### config.mk
export PLATFORM = sky130hd
export DESIGN_NAME = relu_stream_ctrl_flat
export DESIGN_NICKNAME = d
export VERILOG_FILES = /design/src/rtl/relu_stream_ctrl_if.sv /design/src/rtl/relu_stream_ctrl.sv /design/src/flat_wrapper.sv
export SDC_FILE = /design/constraint.sdc
export NUM_CORES = 1
export LEC_CHECK = 0
export CORE_MARGIN = 2
export CORE_UTILIZATION = 54
export DETAILED_ROUTE_END_ITERATION = 12
export PLACE_DENSITY = 0.85
export SLEW_MARGIN = 20
export SYNTH_ARGS = -nofsm -noshare
export SYNTH_HDL_FRONTEND = slang
export SYNTH_SLANG_ARGS = --single-unit
### constraint.sdc
create_clock -name clk -period 35.5 [get_ports clk]
set_input_delay 3.55 -clock clk [delete_from_list [all_inputs] [get_ports clk]]
set_output_delay 3.55 -clock clk [all_outputs]
set_load 0.005 [all_outputs]
### src/rtl/relu_stream_ctrl_if.sv
// Source-read / destination-write bus of the ReLU stream sequencer.
// master: the sequencer; slave: the buffers around it.
interface relu_stream_ctrl_if #(
   parameter int DATA_WIDTH = 16,
   parameter int LANES      = 16,
   parameter int ADDR_WIDTH = 4
);
   logic                        rd_en;
   logic [ADDR_WIDTH-1:0]       rd_addr;
   logic [DATA_WIDTH*LANES-1:0] rd_data;
   logic                        wr_valid;
   logic                        wr_ready;
   logic [ADDR_WIDTH-1:0]       wr_addr;
   logic [DATA_WIDTH*LANES-1:0] wr_data;

   modport master (
      output rd_en, rd_addr,
      input  rd_data,
      output wr_valid, wr_addr, wr_data,
      input  wr_ready
   );

   modport slave (
      input  rd_en, rd_addr,
      output rd_data,
      input  wr_valid, wr_addr, wr_data,
      output wr_ready
   );
endinterface

### src/rtl/relu_stream_ctrl.sv
// ReLU stream sequencer: reads a word-packed feature map, rectifies each lane,
// buffers words in a 2-entry FIFO and writes them out under valid/ready.
// Build option: define LEAKY_RELU_EN to output (x >>> 3) for negative lanes
// instead of zero.

// Single-lane rectifier.
module relu_lane #(
   parameter int DATA_WIDTH = 16
) (
   input  logic [DATA_WIDTH-1:0] din,
   output logic [DATA_WIDTH-1:0] dout,
   output logic                  neg
);
   assign neg = din[DATA_WIDTH-1];
`ifdef LEAKY_RELU_EN
   logic signed [DATA_WIDTH-1:0] sdin;
   logic        [DATA_WIDTH-1:0] shr;
   assign sdin = din;
   assign shr  = sdin >>> 3;
   assign dout = neg ? shr : din;
`else
   assign dout = neg ? '0 : din;
`endif
endmodule

module relu_stream_ctrl #(
   parameter int DATA_WIDTH   = 16,
   parameter int OUTPUT_NODES = 256,
   parameter int LANES        = 16,
   parameter int ADDR_WIDTH   = 4
) (
   input  logic               clk,
   input  logic               reset,
   input  logic               start,
   output logic               busy,
   output logic               done_flag,
   output logic [15:0]        neg_count,
   relu_stream_ctrl_if.master bus
);
   localparam int WORDS = OUTPUT_NODES / LANES;
   localparam int CW    = ADDR_WIDTH + 1;
   localparam int WW    = DATA_WIDTH * LANES;
   localparam logic [CW-1:0]         WORDS_C  = CW'(WORDS);
   localparam logic [ADDR_WIDTH-1:0] LAST_IDX = ADDR_WIDTH'(WORDS - 1);

   typedef enum logic [1:0] {IDLE, RUN, DONE} state_t;
   state_t state, state_nxt;

   logic [CW-1:0]                   rd_cnt;
   logic                            inflight;
   logic [ADDR_WIDTH-1:0]           inflight_idx;
   logic [1:0][WW-1:0]              fifo_data;
   logic [1:0][ADDR_WIDTH-1:0]      fifo_addr;
   logic                            wptr, rptr;
   logic [1:0]                      occ;
   logic                            rd_go, push, pop, launch;
   logic [2:0]                      occ_lhs, occ_rhs;

   logic [LANES-1:0][DATA_WIDTH-1:0] rd_lanes, rect_lanes;
   logic [LANES-1:0]                 neg_lanes;
   logic [16:0]                      lane_negs, neg_sum;
   logic [15:0]                      neg_next;

   assign rd_lanes = bus.rd_data;

   genvar g;
   generate
      for (g = 0; g < LANES; g++) begin : g_lane
         relu_lane #(.DATA_WIDTH(DATA_WIDTH)) u_lane (
            .din  (rd_lanes[g]),
            .dout (rect_lanes[g]),
            .neg  (neg_lanes[g])
         );
      end
   endgenerate

   assign launch = (state == IDLE) && start;
   assign push   = inflight;
   assign pop    = (occ != 2'd0) && bus.wr_ready;

   // Issue a read only if the word (plus whatever is already in flight)
   // is guaranteed a FIFO slot once it returns.
   assign occ_lhs = {1'b0, occ} + {2'b00, inflight};
   assign occ_rhs = 3'd2 + {2'b00, pop};
   assign rd_go   = (state == RUN) && (rd_cnt < WORDS_C) && (occ_lhs < occ_rhs);

   // Count negative lanes of the word being captured, saturating at 16 bits.
   always_comb begin
      lane_negs = '0;
      for (int i = 0; i < LANES; i++) lane_negs = lane_negs + 17'(neg_lanes[i]);
      neg_sum  = {1'b0, neg_count} + lane_negs;
      neg_next = neg_sum[16] ? 16'hFFFF : neg_sum[15:0];
   end

   // Next state: finish when the last word index leaves the FIFO head.
   always_comb begin
      state_nxt = state;
      case (state)
         IDLE:    if (start) state_nxt = RUN;
         RUN:     if (pop && (fifo_addr[rptr] == LAST_IDX)) state_nxt = DONE;
         DONE:    state_nxt = IDLE;
         default: state_nxt = IDLE;
      endcase
   end

   // State register and read-side tracking (address of the read in flight).
   always_ff @(posedge clk or posedge reset) begin
      if (reset) begin
         state        <= IDLE;
         inflight     <= 1'b0;
         inflight_idx <= '0;
         rd_cnt       <= '0;
      end else begin
         state        <= state_nxt;
         inflight     <= rd_go;
         inflight_idx <= rd_cnt[ADDR_WIDTH-1:0];
         if (launch)     rd_cnt <= '0;
         else if (rd_go) rd_cnt <= rd_cnt + 1'b1;
      end
   end

   // 2-entry FIFO of rectified words with their indices; push and pop may
   // coincide. A new pass starts from an empty FIFO and zero neg_count.
   always_ff @(posedge clk or posedge reset) begin
      if (reset) begin
         fifo_data <= '0;
         fifo_addr <= '0;
         wptr      <= 1'b0;
         rptr      <= 1'b0;
         occ       <= 2'd0;
         neg_count <= '0;
      end else if (launch) begin
         wptr      <= 1'b0;
         rptr      <= 1'b0;
         occ       <= 2'd0;
         neg_count <= '0;
      end else begin
         if (push) begin
            fifo_data[wptr] <= rect_lanes;
            fifo_addr[wptr] <= inflight_idx;
            wptr            <= ~wptr;
            neg_count       <= neg_next;
         end
         if (pop) rptr <= ~rptr;
         case ({push, pop})
            2'b10:   occ <= occ + 2'd1;
            2'b01:   occ <= occ - 2'd1;
            default: occ <= occ;
         endcase
      end
   end

   assign busy         = (state == RUN);
   assign done_flag    = (state == DONE);
   assign bus.rd_en    = rd_go;
   assign bus.rd_addr  = rd_cnt[ADDR_WIDTH-1:0];
   assign bus.wr_valid = (occ != 2'd0);
   assign bus.wr_data  = fifo_data[rptr];
   assign bus.wr_addr  = fifo_addr[rptr];
endmodule

### src/flat_wrapper.sv
// flat-port wrapper written by rule: the top's interface ports become plain ports
module relu_stream_ctrl_flat 
#(
   parameter int DATA_WIDTH   = 16,
   parameter int OUTPUT_NODES = 256,
   parameter int LANES        = 16,
   parameter int ADDR_WIDTH   = 4
)
  (clk, reset, start, busy, done_flag, neg_count, bus_rd_en, bus_rd_addr, bus_rd_data, bus_wr_valid, bus_wr_addr, bus_wr_data, bus_wr_ready);
  relu_stream_ctrl_if #(.DATA_WIDTH(DATA_WIDTH), .LANES(LANES), .ADDR_WIDTH(ADDR_WIDTH)) bus_i ();
  input  logic clk;
  input  logic reset;
  input  logic start;
  output logic busy;
  output logic done_flag;
  output logic [15:0] neg_count;
  output wire logic [$bits(bus_i.rd_en)-1:0] bus_rd_en;
  output wire logic [$bits(bus_i.rd_addr)-1:0] bus_rd_addr;
  input wire logic [$bits(bus_i.rd_data)-1:0] bus_rd_data;
  output wire logic [$bits(bus_i.wr_valid)-1:0] bus_wr_valid;
  output wire logic [$bits(bus_i.wr_addr)-1:0] bus_wr_addr;
  output wire logic [$bits(bus_i.wr_data)-1:0] bus_wr_data;
  input wire logic [$bits(bus_i.wr_ready)-1:0] bus_wr_ready;
  assign bus_rd_en = bus_i.rd_en;
  assign bus_rd_addr = bus_i.rd_addr;
  assign bus_i.rd_data = bus_rd_data;
  assign bus_wr_valid = bus_i.wr_valid;
  assign bus_wr_addr = bus_i.wr_addr;
  assign bus_wr_data = bus_i.wr_data;
  assign bus_i.wr_ready = bus_wr_ready;
  relu_stream_ctrl #(.DATA_WIDTH(DATA_WIDTH), .OUTPUT_NODES(OUTPUT_NODES), .LANES(LANES), .ADDR_WIDTH(ADDR_WIDTH)) u_core (.clk(clk), .reset(reset), .start(start), .busy(busy), .done_flag(done_flag), .neg_count(neg_count), .bus(bus_i));
endmodule
# ---- Word level (Yosys, flattened, before mapping)
# Index checks and enable logic that the tools add are counted.
dict set report totals {
  output_inout_bits 284
  inputBits 260
  ff_bits 552
  word_cells 102
}
dict set report op_classes {
  reduce_logical 14
  n_mux 40
  bitwise 3
  eq_ne 7
  addsub 21
  n_lt_le_gt_ge 5
}
# operator n
set ops {}
lappend ops {{$mux W256} 3}
lappend ops {{$bwmux W512} 1}
lappend ops {{$demux W256 S1} 1}
lappend ops {{$mux W15} 16}
lappend ops {{$add A17 B1 Y17} 14}
lappend ops {{$mux W16} 3}
lappend ops {{$add A16 B17 Y17} 1}
lappend ops {{$mux W4} 3}
lappend ops {{$mux W5} 2}
lappend ops {{$bwmux W8} 1}
lappend ops {{$pmux W2 S2} 2}
lappend ops {{$reduce_bool A2 Y1} 4}
lappend ops {{$logic_and A1 B1 Y1} 6}
lappend ops {{$mux W2} 3}
lappend ops {{$add A5 B1 Y5 const B} 1}
lappend ops {{$lt A5 B5 Y1 const B} 1}
lappend ops {{$demux W4 S1} 1}
lappend ops {{$eq A2 B1 Y1 const B} 2}
lappend ops {{$eq A2 B2 Y1 const B} 2}
lappend ops {{$eq A4 B4 Y1 const B} 1}
lappend ops {{$lt A1 B2 Y1 const B} 2}
lappend ops {{$mux W1} 4}
lappend ops {{$reduce_and A2 Y1} 2}
lappend ops {{$add A2 B1 Y3} 1}
lappend ops {{11 further kinds} 13}

# ---- Depth between registers and ports, before layout
dict set report depth {
  depth_word 19
  mapped_depth 15
  depth_no_buf 15
}

# ---- Modules after synthesis
# Synthesis repeated with hierarchy kept, for this count alone.
dict set report hier_totals {
  cells_unflattened 1898
  hier_area_um2 26645.6
}
# mod seq_area_each_um2 cells_per_inst area_each_um2 instances
set modules_own_cells {}
lappend modules_own_cells {relu_stream_ctrl 13813.2 1594 24223.2 1}
lappend modules_own_cells {relu_lane 0.0 19 151.4 16}

# ---- Worst setup path after synthesis
# No wires, ideal clock.
dict set report synth_path {
  path_type {input-to-reg}
  from {in bus_rd_data[79]}
  to {reg u_core.neg_count[13]}
  stages 14
  path_buffers 1
  path_slack_ns 27.605
  arrival_ns 7.752
  setup_time_ns 0.143
  cell_sequence {inv_1 -> clkbuf_1 -> fa_1 -> fa_1 -> fa_1 -> fa_1 -> inv_1 -> ha_1 -> fa_1 -> a21o_1 -> a221oi_2 -> nor2_4 -> nor3_1 -> a41oi_1}
}
dict set report synth_between {
  elab_chain_cells 16
}
# item line_no
set synth_rtl {}
lappend synth_rtl {{start, declared} flat_wrapper.sv:19} ;# input wire logic [$bits(bus_i.rd_data)-1:0] bus_rd_data;
lappend synth_rtl {{$add A17 B1 Y17 (12 in series)} relu_stream_ctrl.sv:90} ;# for (int i = 0; i < LANES; i++) lane_negs = lane_negs + 17'(neg_lanes[i]);
lappend synth_rtl {{$add A16 B17 Y17} relu_stream_ctrl.sv:91} ;# neg_sum = {1'b0, neg_count} + lane_negs;
lappend synth_rtl {{$mux W16} relu_stream_ctrl.sv:92} ;# neg_next = neg_sum[16] ? 16'hFFFF : neg_sum[15:0];
lappend synth_rtl {{$mux W16} relu_stream_ctrl.sv:138} ;# if (push) begin
lappend synth_rtl {{$mux W16} relu_stream_ctrl.sv:132} ;# end else if (launch) begin
lappend synth_rtl {{end signal, assigned} relu_stream_ctrl.sv:142} ;# neg_count <= neg_next;
lappend synth_rtl {{end, declared} relu_stream_ctrl.sv:37} ;# output logic [15:0] neg_count,
# Every way passes these cells. The select of a mux whose other input is x is not followed.
# A chain may end at the register's enable or synchronous reset.

# ---- Worst setup path in the final report
dict set report layout_path {
  from {in bus_wr_ready}
  to {out bus_rd_en}
}
dict set report layout_between {
  elab_chain_cells 4
}
# item line_no
set layout_rtl {}
lappend layout_rtl {{start, declared} flat_wrapper.sv:23} ;# input wire logic [$bits(bus_i.wr_ready)-1:0] bus_wr_ready;
lappend layout_rtl {{$logic_and A1 B1 Y1} relu_stream_ctrl.sv:79} ;# assign pop = (occ != 2'd0) && bus.wr_ready;
lappend layout_rtl {{$add A2 B1 Y3} relu_stream_ctrl.sv:84} ;# assign occ_rhs = 3'd2 + {2'b00, pop};
lappend layout_rtl {{$lt A3 B3 Y1} relu_stream_ctrl.sv:85} ;# assign rd_go = (state == RUN) && (rd_cnt < WORDS_C) && (occ_lhs < occ_rhs);
lappend layout_rtl {{$logic_and A1 B1 Y1} relu_stream_ctrl.sv:85}
lappend layout_rtl {{end, declared} flat_wrapper.sv:17} ;# output wire logic [$bits(bus_i.rd_en)-1:0] bus_rd_en;
# Every way passes these cells.

==> metrics.txt <==
final hold slack roughly 0.47 ns; register area share after synthesis 0.5559; GR Util met3 0.08715; per-cell routed wire length roughly 19 um; H-tree Lvls 2; # rows between 70 and 80; crit path time final between 9 and 10 ns; EDFF count, synth 0; final hold violation count 0; Worst setup EP type primary output; Synth Register Bits 520; CP max stage delay between 0.5 and 0.6 ns; Setup Crit Path Kind input port to primary output; required time worst endpoint around 32 ns; Post-DRT Antenna Nets 0; Highest Clock Rate between 100 and 150 MHz; drt initial violations 1,582; final number of max-transition violations 0; maximum vdd drop just over 0.00006 V; setup bufs post-CTS 0; Yosys cell types 47; Fin Setup TNS 0 ns; first-pass GRT wire length between 90 and 100 mm; # Max-Cap Violations 0; largest net degree at the start of global routing approximately 170; Most used DFF post-synth dfrtp_1; cells resized by post-CTS repair 0; Setup violations, final 0; CP arrival ~5.5 ns; Worst Clk Skew 0.01876 ns; share of layout cells above drive strength 1 0.1322; final net count just over 3k; fin crit share 0.2552; CORE AREA 0.04289 mm2; largest area contributor in the netlist dfrtp_1; Synth Warn # 0; crit-path max FO 5; total power roughly 2.7 mW; CTS clk-pin slew, worst paths roughly 0.06 ns; Post-Synthesis Cell Area roughly 0.023 mm2; mux contribution to synthesized area 0.1223; met1 GRT Util 0.3328; IO Pins between 500 and 600; Startpoint Class input port; Longest Clk Path Bufs 3; GR Util met2 0.4625; area grow syn2layout 31.06%; Post-Synthesis Cells 2,331; Synth top area share 0.5559; vias per cell between 5 and 6; drt drc 0; complex-gate fraction of the synthesized area 0.1154; busiest grt layer met2; Hold Path Stages 0; CP Cell Sequence clkdlybuf4s50_1, o21ai_0, o21ai_0, and2_1, clkdlybuf4s50_1; Via Count between 15k and 20k; die area 0.04503 mm2; Least-Margin Pin Slew between 1 and 1.5 ns; simple-gate share of the synthesized area 0.1379; largest family of logic cells by synthesized area simple AND/OR/NAND/NOR gates; RSZ-0062 raised after global routing false; Inserted Clock Buffers between 50 and 60; Final GP Congestion roughly 0.86; ys async rst share 1.000; starting density of the core 0.5458; DRT Wirelength about 64 mm; Synth Area per Inst about 10 um2; GR Overflow Total 0; fillers around 2.9k; path depth of the worst reg2reg path 13; die width around 210 um; root cell of the clock tree clkbuf_16; Post-Synth XOR/XNOR Area 0.004116; die height between 200 and 250 um; Adder-Cell Fraction of Synth Area 0.01956; clk_lat worst skew approximately 0.6 ns; total track usage 0.2795; vias in the first global route roughly 19k; Power Dens Cells about 88 mW/mm2; hold_buf cts 0; leakage power ~14 nW; CTS tree yes; multi-input logic area about 0.0094 mm2; top cells by area, synth dfrtp_1 (56%), mux2_2 (12%), nand2_1 (10%); DR pass1 iterations 5; clk sinks 520; initial antenna violation count 7; register area between 0.01 and 0.015 mm2; post-DP HPWL 42.96 mm; Buffers on Ports around 530; Crit-path slowest cell clkdlybuf4s50_1; outcome complete, no violations; Slew HR 0.3319; Hold Crit Class register to register
-- through the flow --
| stage | setup WS (ns) | instance area, um2 | utilization | instances |
|---|---|---|---|---|
| final | 26.44 | 30680 | 0.7153 | 3405 |
| after global routing | 26.26 | 30680 | 0.7153 | 3405 |
| after CTS | 26.43 | 30650 | 0.7147 | 3398 |
| after detailed placement | 26.41 | 28710 | 0.6695 | 3299 |
| after global placement | 26.50 | 28710 | 0.6695 | 3299 |
| after floorplan | 17.42 | 23460 | - | 2346 |
-- where the power goes --
part / internal, mW / leakage (nW) / switching (mW)
sequential: 0.805 / 6.77 / 0.131
combinational: 0.591 / 6.05 / 0.571
clock: 0.376 / 0.948 / 0.237
-- registers in the layout, summed over array words and instances, names as in the netlist --
name	cells
u_core.wptr	1
u_core.rd_cnt	5
u_core.fifo_data	480
u_core.occ	2
u_core.neg_count	16
u_core.state	2
u_core.fifo_addr	8
u_core.inflight_idx	4
u_core.rptr	1
u_core.inflight	1
-- final timing paths --
kind / to / slack, ns / from
hold reg to reg: u_core.inflight_idx[1] / 0.47 / u_core.rd_cnt[1]
hold / removal: u_core.inflight_idx[1] / 0.47 / u_core.rd_cnt[1]
setup reg to reg: u_core.neg_count[13] / 30.68 / u_core.neg_count[0]
min in group asynchronous: u_core.fifo_data[418] / 3.56 / reset
max in group asynchronous: u_core.fifo_data[252] / 29.57 / reset
setup / recovery: bus_rd_en / 26.44 / bus_wr_ready
-- final cells by class --
cell class / count / area share
diodes: 7 / 0.0005710
multi-input cells: 1618 / 0.3071
clock inverters: 23 / 0.01154
repair buffers: 544 / 0.1768
inverters: 32 / 0.004160
flip-flops and latches: 520 / 0.4243
clock buffers: 76 / 0.05168
well taps: 585 / 0.02386
-- critical path: cells and delay by family --
family | cells | cell delay (ns)
AOI/OAI and AO/OA | 2 | 0.59
buffers and inverters | 2 | 1.04
and+or+nand+nor | 1 | 0.32
-- cell usage after synthesis (all sizes together) (9+ instances only) --
library cell  number
nand2b            76
buf               66
nor2              21
dfrtp            520
fa                11
inv               32
o21ai            493
ha                19
a21oi              9
mux2             252
nand2            649
clkbuf           110
nor3              13
-- layer usage --
layer / share of wire / wire length (um)
met4: 0.045 / 2905
met1: 0.39 / 24900
met2: 0.49 / 31420
met5: 0 / 0
met3: 0.080 / 5122
-- cell usage in the layout, fill, tap and decap left out, types with 8 or more instances in the layout --
cell	synthesis	routed
nand2_1	649	649
clkdlybuf4s50_1	0	527
dfrtp_1	520	519
o21ai_0	470	470
mux2_2	248	248
nand2b_1	76	76
clkbuf_16	0	55
inv_1	32	31
o21ai_1	23	23
nor2_1	20	20
ha_1	19	19
conb_1	1	16
buf_4	21	14
nor3_1	13	13
clkbuf_8	0	13
fa_1	11	11
a21oi_1	9	9
clkinv_2	0	9
bufinv_16	0	9
clkbuf_1	110	8
-- cell families (layout without fill, tap and decap cells) --
| logic type | Yosys count | after routing |
|---|---|---|
| buffers and inverters | 208 | 675 |
| AND/OR/NAND/NOR | 783 | 783 |
| flip-flops | 520 | 520 |
| other | 1 | 23 |
| XOR/XNOR | 11 | 11 |
| AO/OA/AOI/OAI | 525 | 525 |
| multiplexers | 253 | 253 |
| adder cells (fa/ha/maj) | 30 | 30 |
No activity file was read; power rests on OpenSTA's default activity.
==> edit (config.mk and constraints unchanged) <==
`DATA_WIDTH` is set to 16 in 4 places; all go to 20.
--- a/src/rtl/relu_stream_ctrl_if.sv
+++ b/src/rtl/relu_stream_ctrl_if.sv
@@ -2,5 +2,5 @@
 // master: the sequencer; slave: the buffers around it.
 interface relu_stream_ctrl_if #(
-   parameter int DATA_WIDTH = 16,
+   parameter int DATA_WIDTH = 20,
    parameter int LANES      = 16,
    parameter int ADDR_WIDTH = 4
--- a/src/rtl/relu_stream_ctrl.sv
+++ b/src/rtl/relu_stream_ctrl.sv
@@ -6,5 +6,5 @@
 // Single-lane rectifier.
 module relu_lane #(
-   parameter int DATA_WIDTH = 16
+   parameter int DATA_WIDTH = 20
 ) (
    input  logic [DATA_WIDTH-1:0] din,
@@ -25,5 +25,5 @@
 
 module relu_stream_ctrl #(
-   parameter int DATA_WIDTH   = 16,
+   parameter int DATA_WIDTH   = 20,
    parameter int OUTPUT_NODES = 256,
    parameter int LANES        = 16,
--- a/src/flat_wrapper.sv
+++ b/src/flat_wrapper.sv
@@ -2,5 +2,5 @@
 module relu_stream_ctrl_flat 
 #(
-   parameter int DATA_WIDTH   = 16,
+   parameter int DATA_WIDTH   = 20,
    parameter int OUTPUT_NODES = 256,
    parameter int LANES        = 16,
Ports: changed (resized bus_rd_data and bus_wr_data); port bits go from 544 to 672. No check against the original RTL was run, so the function may have changed too.
==> edit against the unedited design <==
- total power up 22%
- maximum frequency rose by 4.7%
- area after synthesis rose by 24%
- wire length increased by 27%
- setup slack improved by 0.40 ns
- sequential cell count is 128 higher
- sequential power up 23%
- global-route usage is 1.2 points higher
- via count grew 23%
- combinational power grew 24%
- count of clock-buffer cells in the layout is 26 higher
- design area rose by 23%
- highest routed layer is now met5
==> edit: results (changes against the unedited design) <==
worst_setup_path:
  r2r_slack_ns: 31.03  # +0.35 ns
  cp-startpoint: "bus_wr_ready"
  crit_arrival_ns: 5.11  # -0.40 ns
  ff2ff_path_depth: 12  # -1
  crit_family: "buffers and inverters"
  slowest_delay_ns: 0.55  # -0.04 ns
  r2r-end: "u_core.neg_count[11]"
  crit_fanout: 6  # +1
finish:
  nNetsFinal: 3790  # +24%
  drive_gt1_share_pct: 12.8  # -0.41 points
  reg.largest.list: "u_core.fifo_data: 608 flops, u_core.neg_count: 16 flops, u_core.fifo_addr: 8 flops"
synth:
  synth_largest_area_cell: "dfrtp_1"
  synth_cell_types: 54  # +15%
  syn-mean-instance-area_um2: 10.0  # -0.27%
  ys_async_sr_fraction_pct: 100  # unchanged
  ys_top_cells_by_area: "dfrtp_1 (56%), mux2_2 (12%), nand2_1 (11%)"
  ys_warn_count: 0  # unchanged
  synth_ff_type: "dfrtp_1"
  synth_commonest_cells: "nand2_1 (819), dfrtp_1 (648), o21ai_0 (458)"
  synth_xor_area_share_pct: 0.211  # -0.20 points
  synthAdderAreaFrac_pct: 1.58  # -0.38 points
  synth_compound_area_share_pct: 11.9  # +0.36 points
  synth_mux_area_share_pct: 12.3  # +0.066 points
  yosysSeqAreaShare_pct: 55.9  # +0.28 points
global_routing:
  track_usage_pct: 29.1  # +1.2 points
  grt_pass1_vias: 22900  # +22%
  grt_antenna_before_repair: 13  # +6
  grt_pass1_wl_um: 127000  # +28%
  grt_max_degree: 280  # +69%
clock_tree:
  postCtsSetupRepairBufs: 0  # unchanged
  cts_buffers: 68  # +26%
  clockRootBuffer: "clkbuf_16"
  h-tree-depth: 3  # +1
  cts_max_path_buffers: 3  # unchanged
  cts_resized: 0  # unchanged
  cts-hold-fix-buffers: 0  # unchanged
power:
  irDropWorstVdd_mv: 0.0662  # +9.1%
  power.internal_mw: 2.14  # +21%
  cellLeakagePower_nw: 17.0  # +23%
place:
  place_congestion: 0.850  # -0.69%
  pre_cts_ws_ns: 26.60  # +0.192 ns
  dpl.hpwl_um: 55000  # +28%
  portBuffers: 655  # +24%
  dp.cells: 4053  # +23%
  place_area_um2: 35600  # +24%
detailed_routing:
  vias_per_cell: 5.47  # about the same
  drtAntennaViolNets: 0  # unchanged
  drt-pass1-iter-count: 5  # unchanged
  drtIter0Drc: 1853  # +17%
  vias: 22900  # +23%
  wl_per_cell_um: 19.5  # +3.2%
sta:
  worst_pin_slew_ns: 1.21  # +0.211 ns
  layout_setup_ws_ns: 26.84  # +0.403 ns
  finClkSkew_ns: 0.0167  # -0.00203 ns
worst_hold_path:
  worstHoldPathType: "reg2reg"
  hp-start: "u_core.fifo_data[163]"
  hold_depth: 2  # +2
  min_to: "u_core.fifo_data[163]"
status:
  run_status: "finished, final reports clean"
==> edit: changes by cell type after synthesis, sizes merged, moves of 10 or more <==
cell / delta
buf: +58
dfrtp: +128
mux2: +64
nand2: +170
nand2b: +20
nor2: -10
nor3: -11
o21ai: +132
==> edit: cells by family after synthesis <==
family          after synthesis
xor+xnor                      7
mux                         317
fa+ha+maj                    30
compound gates              671
buf+inv                     261
flops                       648
simple gates                963
other cells                   1
==> edit: power groups by stage <==
stage / combinational [mW] / clock (mW) / sequential, mW
finish: 1.44 / 0.698 / 1.15
detailed placement: 1.43 / 0 / 1.16
CTS: 1.45 / 0.707 / 1.15
global route: 1.58 / 0.736 / 1.19
floorplan: 0.853 / 0 / 1.11
global placement: 1.41 / 0 / 1.15
==> edit: routing by layer <==
layer	global-route usage, %	wire length (um)	share of wire, %	up-vias
met2	47.5	39400	48	766
met5	0	34	0.042	-
met3	8.68	6600	8.1	213
met4	14.1	3840	4.7	6
met1	35.5	31600	39	11100
li1	-	-	-	10800
==> edit: cell type report <==
cell class / instances / area [um^2]
diodes: 12 / 30.0
clock buffers: 102 / 2060
clock inverters: 12 / 114
fillers: 3683 / 15000
inverters: 35 / 139
multi-input cells: 2004 / 11600
flip-flops and latches: 648 / 16200
well taps: 688 / 861
repair buffers: 679 / 6820
==> edit: stage by stage <==
| step | power, mW | hold slack, ns |
|---|---|---|
| detailed placement | 2.59 | 0.462 |
| finish | 3.29 | 0.472 |
| floorplan | 1.96 | 0.396 |
| global placement | 2.55 | 0.454 |
| CTS | 3.31 | 0.478 |
| global route | 3.50 | 0.492 |
==> edit: tightest hold or removal path, delay by kind of cell, from the launching register on <==
family | cells | cell delay, ns
AOI/OAI and AO/OA | 1 | 0.06
DFF | 1 | 0.33
and+or+nand+nor | 1 | 0.04
